--- config.mk ---
export PLATFORM = sky130hd
export DESIGN_NAME = muldiv_unit
export DESIGN_NICKNAME = d
export VERILOG_FILES = /design/src/rtl/muldiv_pkg.sv /design/src/rtl/muldiv_step.sv /design/src/rtl/muldiv_unit.sv
export SDC_FILE = /design/constraint.sdc
export NUM_CORES = 1
export LEC_CHECK = 0
export BUFFER_PORTS_ARGS = -buffer_cell sky130_fd_sc_hd__buf_2
export CELL_PAD_IN_SITES_DETAIL_PLACEMENT = 1
export CELL_PAD_IN_SITES_GLOBAL_PLACEMENT = 1
export CORE_MARGIN = 4
export CORE_UTILIZATION = 45
export DETAILED_ROUTE_END_ITERATION = 10
export PLACE_DENSITY_LB_ADDON = 0.1
export SYNTH_ARGS = -nofsm -noshare
export SYNTH_HDL_FRONTEND = slang
export SYNTH_HIERARCHICAL = 1
export SYNTH_SLANG_ARGS = --single-unit
--- constraint.sdc ---
create_clock -name clk -period 12.61 [get_ports clk]
set_input_delay 2.522 -clock clk [delete_from_list [all_inputs] [get_ports clk]]
set_output_delay 2.522 -clock clk [all_outputs]
set_load 0.05 [all_outputs]
--- src/rtl/muldiv_pkg.sv ---
// rtl/muldiv_pkg.sv - shared op encodings and FSM state for the multiply/divide unit
package muldiv_pkg;

  typedef enum logic [2:0] {
    OP_MUL    = 3'd0,
    OP_MULH   = 3'd1,
    OP_MULHSU = 3'd2,
    OP_MULHU  = 3'd3,
    OP_DIV    = 3'd4,
    OP_DIVU   = 3'd5,
    OP_REM    = 3'd6,
    OP_REMU   = 3'd7
  } op_e;

  typedef enum logic [1:0] {
    S_IDLE = 2'd0,
    S_CALC = 2'd1,
    S_DONE = 2'd2
  } state_e;

  function automatic logic op_is_div(input op_e op);
    return (op >= OP_DIV);
  endfunction

endpackage

--- src/rtl/muldiv_step.sv ---
// rtl/muldiv_step.sv - one radix-2 iteration: shift-add multiply or restoring shift-subtract divide
module muldiv_step #(
  parameter int XLEN = 32
) (
  input  logic            i_is_div,
  input  logic [XLEN-1:0] i_hi,
  input  logic [XLEN-1:0] i_lo,
  input  logic [XLEN-1:0] i_opnd,
  output logic [XLEN-1:0] o_hi,
  output logic [XLEN-1:0] o_lo
);

  logic [XLEN:0] w_sum;
  logic [XLEN:0] w_shift;
  logic          w_ge;

  // Multiply keeps {hi,lo} as the partial product with the multiplier draining out of lo.
  assign w_sum   = {1'b0, i_hi} + (i_lo[0] ? {1'b0, i_opnd} : '0);
  // Divide keeps the partial remainder in hi and shifts quotient bits into lo.
  assign w_shift = {i_hi, i_lo[XLEN-1]};
  assign w_ge    = (w_shift >= {1'b0, i_opnd});

  always_comb begin
    o_hi = '0;
    o_lo = '0;
    if (i_is_div) begin
      o_hi = w_ge ? (w_shift[XLEN-1:0] - i_opnd) : w_shift[XLEN-1:0];
      o_lo = {i_lo[XLEN-2:0], w_ge};
    end else begin
      o_hi = w_sum[XLEN:1];
      o_lo = {w_sum[0], i_lo[XLEN-1:1]};
    end
  end

endmodule

--- src/rtl/muldiv_unit.sv ---
// rtl/muldiv_unit.sv - iterative RISC-V M-extension multiply/divide unit with valid/ready handshakes
module muldiv_unit
  import muldiv_pkg::*;
#(
  parameter int XLEN = 32
) (
  input  logic            clk,
  input  logic            rst,
  input  logic            in_valid,
  output logic            in_ready,
  input  logic [2:0]      op,
  input  logic [XLEN-1:0] a,
  input  logic [XLEN-1:0] b,
  input  logic            flush,
  output logic            out_valid,
  input  logic            out_ready,
  output logic [XLEN-1:0] result,
  output logic            busy
);

  localparam int CW = $clog2(XLEN) + 1;
  localparam logic [XLEN-1:0] ALL_ONES = '1;
  localparam logic [XLEN-1:0] INT_MIN  = {1'b1, {(XLEN-1){1'b0}}};

  state_e          r_state;
  op_e             r_op;
  logic [CW-1:0]   r_cnt;
  logic [XLEN-1:0] r_hi;
  logic [XLEN-1:0] r_lo;
  logic [XLEN-1:0] r_opnd;
  logic [XLEN-1:0] r_result;
  logic            r_neg;
  logic            r_neg_rem;
  logic            r_out_valid;

  op_e               w_op;
  logic              w_accept;
  logic              w_is_div;
  logic              w_r_is_div;
  logic              w_a_signed;
  logic              w_b_signed;
  logic              w_a_neg;
  logic              w_b_neg;
  logic              w_div_zero;
  logic              w_overflow;
  logic [XLEN-1:0]   w_a_mag;
  logic [XLEN-1:0]   w_b_mag;
  logic [XLEN-1:0]   w_special;
  logic [XLEN-1:0]   w_hi;
  logic [XLEN-1:0]   w_lo;
  logic [XLEN-1:0]   w_fixed;
  logic [2*XLEN-1:0] w_prod;

  assign w_op       = op_e'(op);
  assign w_accept   = (r_state == S_IDLE) && in_valid && !flush;
  assign w_is_div   = op_is_div(w_op);
  assign w_r_is_div = op_is_div(r_op);
  assign w_a_signed = (w_op == OP_MULH) || (w_op == OP_MULHSU) || (w_op == OP_DIV) || (w_op == OP_REM);
  assign w_b_signed = (w_op == OP_MULH) || (w_op == OP_DIV) || (w_op == OP_REM);
  assign w_a_neg    = w_a_signed && a[XLEN-1];
  assign w_b_neg    = w_b_signed && b[XLEN-1];
  assign w_a_mag    = w_a_neg ? -a : a;
  assign w_b_mag    = w_b_neg ? -b : b;
  assign w_div_zero = w_is_div && (b == '0);
  assign w_overflow = ((w_op == OP_DIV) || (w_op == OP_REM)) && (a == INT_MIN) && (b == ALL_ONES);

  // Signed overflow on REM falls through to the zero default.
  always_comb begin
    w_special = '0;
    if (w_div_zero)
      w_special = ((w_op == OP_DIV) || (w_op == OP_DIVU)) ? ALL_ONES : a;
    else if (w_op == OP_DIV)
      w_special = a;
  end

  muldiv_step #(.XLEN(XLEN)) u_step (
    .i_is_div (w_r_is_div),
    .i_hi     (r_hi),
    .i_lo     (r_lo),
    .i_opnd   (r_opnd),
    .o_hi     (w_hi),
    .o_lo     (w_lo)
  );

  // Sign fix-up is applied to the final step output so DONE is entered on the last iteration edge.
  assign w_prod = r_neg ? -{w_hi, w_lo} : {w_hi, w_lo};

  always_comb begin
    w_fixed = '0;
    case (r_op)
      OP_MUL:                       w_fixed = w_prod[XLEN-1:0];
      OP_MULH, OP_MULHSU, OP_MULHU: w_fixed = w_prod[2*XLEN-1:XLEN];
      OP_DIV, OP_DIVU:              w_fixed = r_neg ? -w_lo : w_lo;
      default:                      w_fixed = r_neg_rem ? -w_hi : w_hi;
    endcase
  end

  always_ff @(posedge clk) begin
    if (rst) begin
      r_state     <= S_IDLE;
      r_op        <= OP_MUL;
      r_cnt       <= '0;
      r_hi        <= '0;
      r_lo        <= '0;
      r_opnd      <= '0;
      r_result    <= '0;
      r_neg       <= 1'b0;
      r_neg_rem   <= 1'b0;
      r_out_valid <= 1'b0;
    end else begin
      case (r_state)
        S_IDLE: begin
          if (w_accept) begin
            r_op      <= w_op;
            r_neg     <= w_a_neg ^ w_b_neg;
            r_neg_rem <= w_a_neg;
            r_hi      <= '0;
            r_lo      <= w_is_div ? w_a_mag : w_b_mag;
            r_opnd    <= w_is_div ? w_b_mag : w_a_mag;
            if (w_div_zero || w_overflow) begin
              r_state     <= S_DONE;
              r_out_valid <= 1'b1;
              r_result    <= w_special;
              r_cnt       <= '0;
            end else begin
              r_state <= S_CALC;
              r_cnt   <= CW'(XLEN);
            end
          end
        end
        S_CALC: begin
          if (flush) begin
            r_state <= S_IDLE;
            r_cnt   <= '0;
          end else begin
            r_hi  <= w_hi;
            r_lo  <= w_lo;
            r_cnt <= r_cnt - CW'(1);
            if (r_cnt == CW'(1)) begin
              r_state     <= S_DONE;
              r_out_valid <= 1'b1;
              r_result    <= w_fixed;
            end
          end
        end
        S_DONE: begin
          if (flush || out_ready) begin
            r_state     <= S_IDLE;
            r_out_valid <= 1'b0;
            r_result    <= '0;
          end
        end
        default: begin
          r_state     <= S_IDLE;
          r_out_valid <= 1'b0;
          r_result    <= '0;
        end
      endcase
    end
  end

  assign in_ready  = (r_state == S_IDLE);
  assign busy      = (r_state != S_IDLE);
  assign out_valid = r_out_valid;
  assign result    = r_out_valid ? r_result : '0;

endmodule

# Word-level counts from Yosys, hierarchy flattened
# Index checks and enable logic that the tools add are counted.
[totals] mem_count=0 inputBits=72 word_cells=116 output_inout_bits=35 latchBits=0 mem_bits_ro=0 reg_bits=142 ramBits=0
[op_classes] n_reduce_logical=29 bitwise_logic=1 n_eq_ne=21 n_addsub=8 shift=0 n_lt_le_gt_ge=3 mul=0 muxes=44 div_mod_pow=0
[ops] operator="2-to-1 mux 32 bit" n=23
[ops] operator="case mux 32 bit (3 select lines)" n=2
[ops] operator="negation 32 bit" n=4
[ops] operator="case mux 32 bit (2 select lines)" n=2
[ops] operator="== test 32 bit, second input constant" n=2
[ops] operator="2-to-1 mux 64 bit" n=1
[ops] operator="negation 64 bit" n=1
[ops] operator="adder 32 x 33 -> 33 bit" n=1
[ops] operator=">= comparator 33 x 32 -> 1 bit" n=1
[ops] operator="logical NOT 32 bit" n=1
[ops] operator="subtractor 32 bit" n=1
[ops] operator="2-to-1 mux 6 bit" n=3
[ops] operator="== test 3 bit, second input constant" n=5
[ops] operator="case mux 6 bit (2 select lines)" n=1
[ops] operator="2-to-1 mux 2 bit" n=5
[ops] operator="== test 3 x 2 -> 1 bit, second input constant" n=3
[ops] operator="logical OR 1 bit" n=9
[ops] operator="logical AND 1 bit" n=7
[ops] operator="== test 3 x 1 -> 1 bit, second input constant" n=2
[ops] operator="== test 6 x 1 -> 1 bit, second input constant" n=1
[ops] operator=">= comparator 3 bit, second input constant" n=2
[ops] operator="inequality test 2 bit, second input constant" n=3
[ops] operator="case mux 2 bit (3 select lines)" n=1
[ops] operator="AND reduction 3 bit" n=2
[ops] operator="other kinds (16)" n=23

# Longest topological paths before layout
[depth] ltp_word=9 mapped_depth=23 mapped_depth_nobuf=19

# Cells and area by module
# Netlist, hierarchy kept.
[modules_own_cells] module="muldiv_unit" cells_each=1581 area_each_um2=11220.8 seq_area_each_um2=2842.7 instances=1
[modules_own_cells] module="muldiv_step" cells_each=686 area_each_um2=4749.6 seq_area_each_um2=0.0 instances=1

# Worst setup path after synthesis
# Ideal clock, no wire load.
[synth_timing] path_type="input -> register" startpoint="in b[0]" endpoint="reg r_result[12]" setup_time_ns=0.086 path_stages=10 required_ns=12.524 path_buffers=1 arrival_time_ns=5.202 setup_slack_ns=7.323 cell_sequence="inv_1 > ha_1 > or4b_2 > nor4b_1 > and4_1 > o21a_1 > clkbuf_1 > a21oi_1 > o22a_1 > a211oi_1"
[synth_via] elab_chain_cells=6 word_cells_on_any_way=11 cone_classes="2 x eq/ne; 4 x mux; 5 x reduce/logical"
[synth_rtl] item="from (decl)" line_no="muldiv_unit.sv:13" rtl="input logic [XLEN-1:0] b,"
[synth_rtl] item="logical NOT 32 bit" line_no="muldiv_unit.sv:64" rtl="assign w_div_zero = w_is_div && (b == '0);"
[synth_rtl] item="logical AND 1 bit" line_no="muldiv_unit.sv:64"
[synth_rtl] item="2-to-1 mux 32 bit" line_no="muldiv_unit.sv:70" rtl="if (w_div_zero)"
[synth_rtl] item="2-to-1 mux 32 bit" line_no="muldiv_unit.sv:120" rtl="if (w_div_zero || w_overflow) begin"
[synth_rtl] item="2-to-1 mux 32 bit" line_no="muldiv_unit.sv:113" rtl="if (w_accept) begin"
[synth_rtl] item="case mux 32 bit (3 select lines)" line_no="muldiv_unit.sv:111" rtl="case (r_state)"
[synth_rtl] item="to (signal assigned)" line_no="muldiv_unit.sv:123" rtl="r_result <= w_special;"
[synth_rtl] item="to (signal assigned)" line_no="muldiv_unit.sv:142" rtl="r_result <= w_fixed;"
[synth_rtl] item="to (decl)" line_no="muldiv_unit.sv:31" rtl="logic [XLEN-1:0] r_result;"
# Parallel ways exist; a longest one is shown, timed or not. The select of a mux whose other input is x is not followed.
# A chain may end at the register's enable or synchronous reset.

# Worst setup path in the final report
[layout_timing] startpoint="reg r_opnd[16]" endpoint="reg r_result[19]"
[layout_via] elab_chain_cells=9 word_cells_on_any_way=17 cone_classes="5 x add/sub; 1 x order compare; 11 x mux"
[layout_rtl] item="from (decl)" line_no="muldiv_unit.sv:30" rtl="logic [XLEN-1:0] r_opnd;"
[layout_rtl] item="from (signal assigned)" line_no="muldiv_unit.sv:119" rtl="r_opnd <= w_is_div ? w_b_mag : w_a_mag;"
[layout_rtl] item=">= comparator 33 x 32 -> 1 bit *" line_no="muldiv_step.sv:21" rtl="assign w_ge = (w_shift >= {1'b0, i_opnd});"
[layout_rtl] item="2-to-1 mux 32 bit *" line_no="muldiv_step.sv:27" rtl="o_hi = w_ge ? (w_shift[XLEN-1:0] - i_opnd) : w_shift[XLEN-1:0];"
[layout_rtl] item="2-to-1 mux 32 bit *" line_no="muldiv_step.sv:26" rtl="if (i_is_div) begin"
[layout_rtl] item="named net w_hi[2]" line_no="muldiv_unit.sv:49" rtl="logic [XLEN-1:0] w_hi;"
[layout_rtl] item="negation 64 bit or negation 32 bit (tied branches)" line_no="muldiv_unit.sv:86, muldiv_unit.sv:94"
[layout_rtl] item="2-to-1 mux 64 bit or 2-to-1 mux 32 bit (tied branches)" line_no="muldiv_unit.sv:86, muldiv_unit.sv:94"
[layout_rtl] item="case mux 32 bit (3 select lines) *" line_no="muldiv_unit.sv:90" rtl="case (r_op)"
[layout_rtl] item="2-to-1 mux 32 bit *" line_no="muldiv_unit.sv:139" rtl="if (r_cnt == CW'(1)) begin"
[layout_rtl] item="2-to-1 mux 32 bit *" line_no="muldiv_unit.sv:132" rtl="if (flush) begin"
[layout_rtl] item="case mux 32 bit (3 select lines) *" line_no="muldiv_unit.sv:111"
# The timed path passes the listed nets; every way through them passes the cells marked *. The select of a mux whose other input is x is not followed.

==> summary.txt <==
Clocking
  • CTS root buf: clkbuf_16
  • Clk sink count: 142
  • Worst-path clk slew: 0.08 ns
  • Clock Latency Late Sink: 0.45 ns
  • Cts bufs inserted: 17
  • CTS tree: built
  • Max Buffers Root-to-Sink: 2
  • H-tree depth: 4
  • Hold Buf Count CTS: 0
  • Post-CTS setup buffers: 0
  • Resized cells post-CTS: 0

Placement
  • Gpl congestion: 0.9850
  • Detailed placement HPWL: 56,160 um
  • Port Buf Inserts: 106
  • Cell Area, Placed: 16,760 um^2

Route
  • Iteration-0 DRC Markers: 1,739
  • Wire per inst: 26.85 um
  • WL final: 73,340 um
  • Vias: 18.35k
  • Drt drc: 0
  • Initial DRT Pass Iterations: 5
  • Final ANT Viol Nets: 0
  • Drt via density: 6.721

Logic synthesis
  • Synth area leaders: dfxtp_1 (18%), a21oi_1 (6.4%), xnor2_1 (6.1%)
  • Post-synth cell types: 88
  • Post-Synthesis Cells: 2,267
  • Asr flop ratio synth: 0%
  • Mapped Area: 15,970 um^2
  • Main synth FF type: dfxtp_1
  • Seq/Total Area, Yosys: 17.80%
  • YS warnings: 6
  • Synth area leader: dfxtp_1
  • Synth Register Bits: 142
  • Yosys top cell area share: 17.80%
  • Mapped Nets: 2,412
  • Post-synth EDFFs: 0
  • Avg Cell Area, Syn: 7.045 um^2

Setup path
  • Critical path class: reg -> reg
  • Crit start category: flop
  • Req. time, crit path: 13.00 ns
  • Setup crit end kind: flop
  • Max Fanout on Critical Path: 29
  • R2r setup slk: 6.22 ns
  • Crit path DAT: 6.78 ns

Floorplanning
  • Die area: 38,570 um^2
  • Io pins: 107
  • Chip width: 196.4 um
  • Core area: 34,800 um^2
  • Row count: 68
  • DIE HEIGHT: 196.4 um
  • Initial Util: 45.89%

Timing
  • Fmax: 156.5 MHz
  • RSZ-0062 raised after global routing: false
  • Worst Tran Pin Value: 1.210 ns
  • Worst clock skew: 0.01861 ns
  • Slew headroom: 18.89%
  • # setup viols final: 0
  • Final hold vios: 0
  • Hold_ws: 0.4590 ns
  • Tcrit/Tclk final: 50.66%
  • Min Tclk post-route: 6.389 ns
  • Setup TNS: 0 ns
  • Pins Over Slew Limit: 0

Run
  • Maximum capacitance violations: 0

Layout
  • Synth-to-layout area growth: 8.555%
  • Layout cells sized above 1: 12.05%
  • Post-Layout Inst Area: 17,340 um^2
  • Filler Cells Inserted: 4,522
  • Number of nets in the layout: 2,405
  • Area of the multi-input gates: 12,170 um^2
  • Register area: 2848 um^2

Power
  • Max rail drop VDD: 0.1161 mV
  • P_leak: 6.883 nW
  • Overall power: 0.002597 W
  • Pwr Density: 149.8 nW/um^2

GRT
  • Vias in the first global route: 18.03k
  • First-pass GRT wire length: 111,900 um
  • Pin count of the biggest net entering global routing: 69
  • GRT overflow: 0
  • GRT Util Overall: 36.76%
  • Initial antenna violation count: 3

Run status
  • Status: finished, final reports clean

Worst hold path
  • Hold Crit Class: reg -> reg
[sequential cells by signal, indices dropped and copies added (netlist names), 2 cells and up]
name,count
r_result,32
r_opnd,32
r_state,2
r_hi,32
r_cnt,6
r_op,3
r_lo,32
[routing by layer]
layer | wire length [um] | GRT usage [%] | part of all wire (%)
met5 | 0 | 0 | 0
met2 | 34180 | 60.98 | 47
met3 | 5046 | 5.778 | 6.9
met1 | 31530 | 49.01 | 43
met4 | 2578 | 12.21 | 3.5
[area by class of cell]
cell class | instances | share of cell area, %
multi-input cells | 1867 | 70.21
well taps | 455 | 3.284
repair buffers | 150 | 4.980
diodes | 3 | 0.04330
inverters | 82 | 1.775
clock buffers | 19 | 2.613
clock inverters | 13 | 0.6712
flip-flops and latches | 142 | 16.43
[worst paths after layout]
kind / from / to / cells past startpoint
setup / recovery: r_opnd[16] / r_result[19] / 18
setup reg to reg: r_opnd[16] / r_result[19] / 18
hold reg to reg: r_result[8] / r_result[8] / 2
hold / removal: r_result[8] / r_result[8] / 2
[synth_stat cells, drive strengths merged, types with 12 or more instances]
cell type / count
or4: 32
ha: 71
nand2b: 18
a21o: 37
nand4: 29
nor2b: 12
and2: 77
o41ai: 25
nor4: 26
nor2: 220
o31ai: 23
inv: 81
mux2i: 52
nand2: 206
dfxtp: 142
o21ai: 128
o21a: 13
xnor2: 111
o211ai: 20
a31oi: 50
a21oi: 204
clkbuf: 154
nand3: 49
nor3: 55
a211oi: 42
a22oi: 37
mux2: 35
or3: 35
xor2: 60
or2: 16
buf: 22
o22ai: 21
[power by group]
part	internal (W)	switching [W]	total (W)
combinational	0.000485	0.00101	0.00149
sequential	0.000514	0.0000801	0.000594
clock	0.000269	0.000239	0.000508
total	0.00127	0.00133	0.00260
[stage by stage]
| stage | utilization [%] | worst slack [ns] | cells |
|---|---|---|---|
| after detailed placement | 48.16 | 5.961 | 2696 |
| after global routing | 49.80 | 5.840 | 2728 |
| final | 49.82 | 6.221 | 2731 |
| after CTS | 49.80 | 6.349 | 2728 |
| after global placement | 48.16 | 5.899 | 2696 |
| after floorplan | - | 7.323 | 2267 |
[cell families after synthesis]
kind of cell / share of synthesized area [%]
XOR/XNOR: 9.378
AO/OA/AOI/OAI: 30.14
buffers and inverters: 6.205
adder cells (fa/ha/maj): 5.813
multiplexers: 5.751
flip-flops: 17.80
AND/OR/NAND/NOR: 24.91
[critical path, stage by stage, from the launching register on]
cell,delay [ns]
dfxtp_1,0.42
inv_1,0.07
ha_1,0.44
nand2_1,0.16
o21ai_0,0.42
o21bai_1,0.21
a31oi_1,0.13
a21oi_2,0.30
a21o_1,0.16
buf_4,0.45
mux2i_1,0.31
mux2i_1,0.36
nor3_1,0.45
nand4_1,0.43
or2_2,0.47
o41ai_1,0.37
o221ai_1,0.19
a221oi_1,0.63
o221a_2,0.32
[cells in the final DEF (no fill, tap or decap), types with 30 or more instances in the layout]
| cell | count |
|---|---|
| a211oi_1 | 40 |
| nor2_1 | 217 |
| xor2_1 | 60 |
| buf_4 | 45 |
| ha_1 | 71 |
| mux2i_1 | 52 |
| inv_1 | 81 |
| o21ai_0 | 125 |
| a21o_1 | 37 |
| mux2_2 | 34 |
| or4_1 | 30 |
| nand2_1 | 206 |
| nand3_1 | 49 |
| nor3_1 | 54 |
| buf_2 | 105 |
| a31oi_1 | 50 |
| a22oi_1 | 36 |
| xnor2_1 | 111 |
| dfxtp_1 | 140 |
| a21oi_1 | 203 |
| and2_1 | 75 |
| or3_1 | 35 |
(Power assumes the default switching activity.)
